[src/rtl/uart_arb_pkg.sv]
// Shared types and defaults for the UART transmit arbiter.
package uart_arb_pkg;

    typedef enum logic [1:0] {
        IDLE       = 2'd0,
        WAIT_START = 2'd1,
        WAIT_DONE  = 2'd2,
        DONE       = 2'd3
    } arb_state_e;

    localparam int NUM_REQ_DEF       = 4;
    localparam int DATA_W_DEF        = 8;
    localparam int START_TIMEOUT_DEF = 16;

    // Width of a requester index; never narrower than one bit.
    function automatic int idx_w(input int n);
        return (n <= 2) ? 1 : $clog2(n);
    endfunction

endpackage

[src/rtl/uart_tx_arbiter_rr_pick.sv]
// Combinational round-robin selector: first set request at or above ptr, wrapping.
module rr_pick
    import uart_arb_pkg::*;
#(
    parameter int NUM_REQ = NUM_REQ_DEF,
    parameter int IDX_W   = idx_w(NUM_REQ)
) (
    input  logic [NUM_REQ-1:0] req_i,
    input  logic [IDX_W-1:0]   ptr_i,
    output logic [IDX_W-1:0]   winner_o,
    output logic               valid_o
);

    localparam int SUM_W = IDX_W + 1;

    logic [SUM_W-1:0] sum;

    // Walk NUM_REQ positions from ptr, folding back at NUM_REQ so that
    // non-power-of-two sizes never produce an out-of-range index.
    always_comb begin
        winner_o = '0;
        valid_o  = 1'b0;
        sum      = '0;
        for (int i = 0; i < NUM_REQ; i++) begin
            sum = {1'b0, ptr_i} + SUM_W'(i);
            if (sum >= SUM_W'(NUM_REQ)) begin
                sum = sum - SUM_W'(NUM_REQ);
            end
            if (!valid_o && req_i[sum[IDX_W-1:0]]) begin
                valid_o  = 1'b1;
                winner_o = sum[IDX_W-1:0];
            end
        end
    end

endmodule

[src/rtl/uart_tx_arbiter.sv]
// Shares one UART transmitter between NUM_REQ requesters, round-robin.
//
// state      | meaning
// -----------+--------------------------------------------------------
// IDLE       | waiting for a request while the UART is not busy
// WAIT_START | strobe issued; waiting for uart_tx_busy to rise (timed)
// WAIT_DONE  | frame in flight; waiting for uart_tx_busy to fall
// DONE       | one cycle: ack (and tx_err on timeout), advance pointer
module uart_tx_arbiter
    import uart_arb_pkg::*;
#(
    parameter int  NUM_REQ       = NUM_REQ_DEF,
    parameter int  DATA_W        = DATA_W_DEF,
    parameter int  START_TIMEOUT = START_TIMEOUT_DEF,
    localparam int IDX_W         = idx_w(NUM_REQ)
) (
    input  logic                      clk,
    input  logic                      reset,
    input  logic [NUM_REQ-1:0]        req,
    input  logic [NUM_REQ*DATA_W-1:0] req_data,
    output logic [NUM_REQ-1:0]        ack,
    output logic                      tx_err,
    output logic [IDX_W-1:0]          grant_id,
    output logic                      arb_busy,
    output logic [DATA_W-1:0]         uart_din,
    output logic                      uart_wr_en,
    input  logic                      uart_tx_busy
);

    localparam int CNT_W = $clog2(START_TIMEOUT + 1);

    arb_state_e        state_q, state_d;
    logic [IDX_W-1:0]  ptr_q, ptr_d;
    logic [IDX_W-1:0]  grant_q, grant_d;
    logic [CNT_W-1:0]  cnt_q, cnt_d;
    logic [DATA_W-1:0] din_q, din_d;
    logic              wr_en_q, wr_en_d;
    logic [NUM_REQ-1:0] ack_q, ack_d;
    logic              err_q, err_d;
    logic              busy_q, busy_d;

    logic [IDX_W-1:0]  pick_id;
    logic              pick_valid;
    logic [DATA_W-1:0] req_byte [NUM_REQ];

    for (genvar g = 0; g < NUM_REQ; g++) begin : g_unpack
        assign req_byte[g] = req_data[g*DATA_W +: DATA_W];
    end

    rr_pick #(
        .NUM_REQ (NUM_REQ),
        .IDX_W   (IDX_W)
    ) u_rr_pick (
        .req_i    (req),
        .ptr_i    (ptr_q),
        .winner_o (pick_id),
        .valid_o  (pick_valid)
    );

    // Next-state and registered-output decisions; ack/err/strobe are pulses.
    always_comb begin
        state_d = state_q;
        ptr_d   = ptr_q;
        grant_d = grant_q;
        cnt_d   = cnt_q;
        din_d   = din_q;
        wr_en_d = 1'b0;
        ack_d   = '0;
        err_d   = 1'b0;

        unique case (state_q)
            IDLE: begin
                if (pick_valid && !uart_tx_busy) begin
                    din_d   = req_byte[pick_id];
                    grant_d = pick_id;
                    wr_en_d = 1'b1;
                    cnt_d   = '0;
                    state_d = WAIT_START;
                end
            end
            WAIT_START: begin
                cnt_d = cnt_q + 1'b1;
                if (uart_tx_busy) begin
                    state_d = WAIT_DONE;
                end else if (cnt_d == CNT_W'(START_TIMEOUT)) begin
                    state_d = DONE;
                    ack_d   = NUM_REQ'(1'b1) << grant_q;
                    err_d   = 1'b1;
                end
            end
            WAIT_DONE: begin
                if (!uart_tx_busy) begin
                    state_d = DONE;
                    ack_d   = NUM_REQ'(1'b1) << grant_q;
                end
            end
            DONE: begin
                ptr_d   = (grant_q == IDX_W'(NUM_REQ - 1)) ? '0 : grant_q + 1'b1;
                cnt_d   = '0;
                state_d = IDLE;
            end
            default: state_d = IDLE;
        endcase

        busy_d = (state_d != IDLE);
    end

    // State and output registers; reset abandons any transfer silently.
    always_ff @(posedge clk or negedge reset) begin
        if (!reset) begin
            state_q <= IDLE;
            ptr_q   <= '0;
            grant_q <= '0;
            cnt_q   <= '0;
            din_q   <= '0;
            wr_en_q <= 1'b0;
            ack_q   <= '0;
            err_q   <= 1'b0;
            busy_q  <= 1'b0;
        end else begin
            state_q <= state_d;
            ptr_q   <= ptr_d;
            grant_q <= grant_d;
            cnt_q   <= cnt_d;
            din_q   <= din_d;
            wr_en_q <= wr_en_d;
            ack_q   <= ack_d;
            err_q   <= err_d;
            busy_q  <= busy_d;
        end
    end

    assign ack        = ack_q;
    assign tx_err     = err_q;
    assign grant_id   = grant_q;
    assign arb_busy   = busy_q;
    assign uart_din   = din_q;
    assign uart_wr_en = wr_en_q;

endmodule

[config.mk]
export PLATFORM = sky130hd
export DESIGN_NAME = uart_tx_arbiter
export DESIGN_NICKNAME = d
export VERILOG_FILES = /design/src/rtl/uart_arb_pkg.sv /design/src/rtl/uart_tx_arbiter_rr_pick.sv /design/src/rtl/uart_tx_arbiter.sv
export SDC_FILE = /design/constraint.sdc
export NUM_CORES = 1
export LEC_CHECK = 0
export BUFFER_PORTS_ARGS = -buffer_cell sky130_fd_sc_hd__buf_4
export CORE_MARGIN = 5
export CORE_UTILIZATION = 49
export DETAILED_ROUTE_END_ITERATION = 8
export PLACE_DENSITY = 0.79
export SETUP_SLACK_MARGIN = 0.05
export SLEW_MARGIN = 20
export SYNTH_ARGS = -nofsm -noshare
export SYNTH_HDL_FRONTEND = slang
export SYNTH_SLANG_ARGS = --single-unit
[constraint.sdc]
create_clock -name clk -period 2 [get_ports clk]
set_input_delay 0.4 -clock clk [delete_from_list [all_inputs] [get_ports clk]]
set_output_delay 0.4 -clock clk [all_outputs]
set_load 0.03 [all_outputs]
==> metrics <==
initial antenna violation count 0; Int Pwr between 1 and 1.5 mW; drt first pass iters 4; full die area 4450 um^2; Reg2Reg Launch Point state_q[0]; I/O pins 56; Final TNS setup 0 ns; DRC viols 0; post-CTS sizing 0; number of clock sinks 26; die width 66.7 um; Worst R2R Path Depth 5; Iteration-0 DRC Markers 68; routed vias/inst between 5 and 6; Top FF cell, synth dfrtp_1; Die H ~67 um; switch share 43.4%; pin count of the biggest net entering global routing 27; clock buffer count from CTS 3; # diodes 0; hold path start uart_tx_busy; crit share post-route 91.4%; Routed Antenna Nets 0; Core Footprint a little over 3000 um^2; H-tree level count 1; Slew @ Worst Pin ~0.73 ns; Post-layout nets between 200 and 300; via count 1352; final wirelength about 3.9 mm; dpl ws 0.0684 ns; Worst-path clk slew 0.15 ns; Clock power frac approximately 15%; Worst setup SP type flop; starting density of the core about half; critical-path maximum fanout 10; FF-to-FF End uart_din[6]; Worst EP required around 2.3 ns; Reg power frac 34.3%; static leakage 1.06 nW; Arr. time, crit path 2.08 ns; Clk Latency, worst-skew pair between 0.3 and 0.4 ns; R2R Setup Slk ~0.17 ns; f_max about 0.55 GHz; WL/cell 15.3 um; Fin. Hold Viols 0; area growth from synthesis to layout 32.1%; skew final 0.00781 ns; Mapped Avg Cell Area 10.4 um^2; first-pass GRT wire length 6.27 mm; row count 20; Setup violations, final 0; pwr/cell area 1210 nW/um^2; relative slew slack roughly 51%; Yosys warnings 0; final worst slack 0.172 ns; WHS Path Cells 2; Final min period 1.83 ns; maxcap violations 0; Post-synth EDFFs 0; TritonCTS clock tree built; distinct cell type count after synthesis 39; post-detail-place hpwl 2.96 mm; status finished, final reports clean; Async S/R FF share, synth 100%; RSZ-0062 raised after global routing false; Worst Hold End tx_err; Psw around 1.1 mW; GPL Wtd Cong 0.719; post-CTS setup buffers 0; CP startpoint state_q[0]; Setup Crit Path Kind reg2reg; Hold/Removal Path Class in2reg; Syn Nets 201; GRT overflow 0; Cells after Synth ~150; #FFs+latches synth 26; fin. max-slew vios 0; critical path capture point type flop; vias in the first global route about 1400; Buffers on Ports 55; Tot GR Track Use 18.5%; CTS max path bufs 2; register area share after synthesis 41.3%; clk root buf clkbuf_4; Peak supply drop 0.679 mV; ratio of cells with drive above 1 in the final layout 33.7%; Comb power frac 50.9%; final hold slack 0.253 ns; mapped cell area 1580 um^2
## cell usage after synthesis, types with 3 or more instances
cell type	instances	area [um^2]
o21ai_0	9	45.0
nand3_1	3	15.0
and2_1	4	25.0
o31ai_1	3	22.5
a22o_1	3	26.3
ha_1	11	138
nand2_1	19	71.3
mux2i_1	17	170
nor2_1	6	22.5
o221ai_1	8	70.1
inv_1	8	30.0
dfrtp_1	26	651
nor2b_1	3	18.8
## state kept, by name (all words and copies together) (netlist names)
signal and flops:
arb_busy 1, tx_err 1, uart_din 8, uart_wr_en 1
cnt_q 5, ptr_q 2, grant_id 2, ack 4
state_q 2
## worst max-delay path by stage
stage / endpoint / slack (ns) / cells after the start
after floorplan: uart_din[0] / 0.48 / 6
after global placement: uart_din[4] / 0.14 / 5
after detailed placement: uart_din[7] / 0.07 / 6
after CTS: uart_din[0] / 0.18 / 5
after global routing: uart_din[2] / 0.06 / 5
final: uart_din[6] / 0.17 / 5
## cell families after synthesis
logic type      Yosys count  synth area share (%)
buf+inv                  12                  3.73
compound gates           36                  17.5
flops                    26                  41.3
mux                      19                  12.2
simple gates             47                  16.5
fa+ha+maj                11                  8.74
## through the flow
step	utilization (%)	cells	power, mW	instance area [um^2]
2_1_floorplan	-	151	1.73	1580
3_3_place_gp	65.6	247	2.09	2020
3_5_place_dp	65.6	247	2.15	2020
4_1_cts	67.6	252	2.52	2080
5_1_grt	67.6	252	2.69	2080
6_report	67.6	252	2.51	2080
## layer usage
| layer | wire, um | vias to the layer above | global-route usage, % |
|---|---|---|---|
| met2 | 1990 | 32 | 32.7 |
| met4 | 53 | 0 | 6.35 |
| li1 | - | 659 | - |
| met1 | 1620 | 656 | 22.4 |
| met3 | 188 | 5 | 3.20 |
| met5 | 0 | - | 0 |
## critical path, stage by stage (launching register included)
cell and delay (ns):
dfrtp_1 0.48, inv_1 0.18, ha_1 0.24, nand3b_4 0.17, or2_1 0.42, o221ai_1 0.25
## cells in the final DEF, fill, tap and decap left out, drive strengths merged, types with 2 or more instances in the layout
| cell type | Yosys | final |
|---|---|---|
| a21oi | 3 | 3 |
| a22o | 3 | 3 |
| and2 | 4 | 4 |
| buf | 3 | 55 |
| clkbuf | 0 | 3 |
| dfrtp | 26 | 26 |
| ha | 11 | 11 |
| inv | 9 | 9 |
| mux2 | 2 | 2 |
| mux2i | 17 | 17 |
| nand2 | 19 | 19 |
| nand2b | 2 | 2 |
| nand3 | 3 | 3 |
| nand3b | 2 | 2 |
| nor2 | 6 | 6 |
| nor2b | 4 | 4 |
| nor4 | 2 | 2 |
| o21ai | 11 | 11 |
| o221ai | 9 | 9 |
| o31ai | 3 | 3 |
| or2 | 3 | 3 |
## repair_timing
| action | 4_1_cts | 5_1_grt |
|---|---|---|
| hold endpoints to repair | 26 | 0 |
| hold buffers | 1 | 0 |
| setup endpoints to repair | 0 | 7 |
## area by class of cell
type                    count  area, um^2
clock inverters             1        30.0
multi-input cells         113         866
flip-flops and latches     26         651
inverters                   9        33.8
well taps                  44        55.1
repair buffers             56         423
clock buffers               3        22.5
fillers                   249         997
## power groups by stage
stage                     registers [mW]  logic [mW]  clock network (mW)
after global routing               0.889        1.40               0.397
after CTS                          0.858        1.29               0.373
after floorplan                     1.07       0.663                   0
final                              0.863        1.28               0.370
after detailed placement           0.871        1.28                   0
after global placement             0.858        1.23                   0
Power figures use the tool's default switching activity.
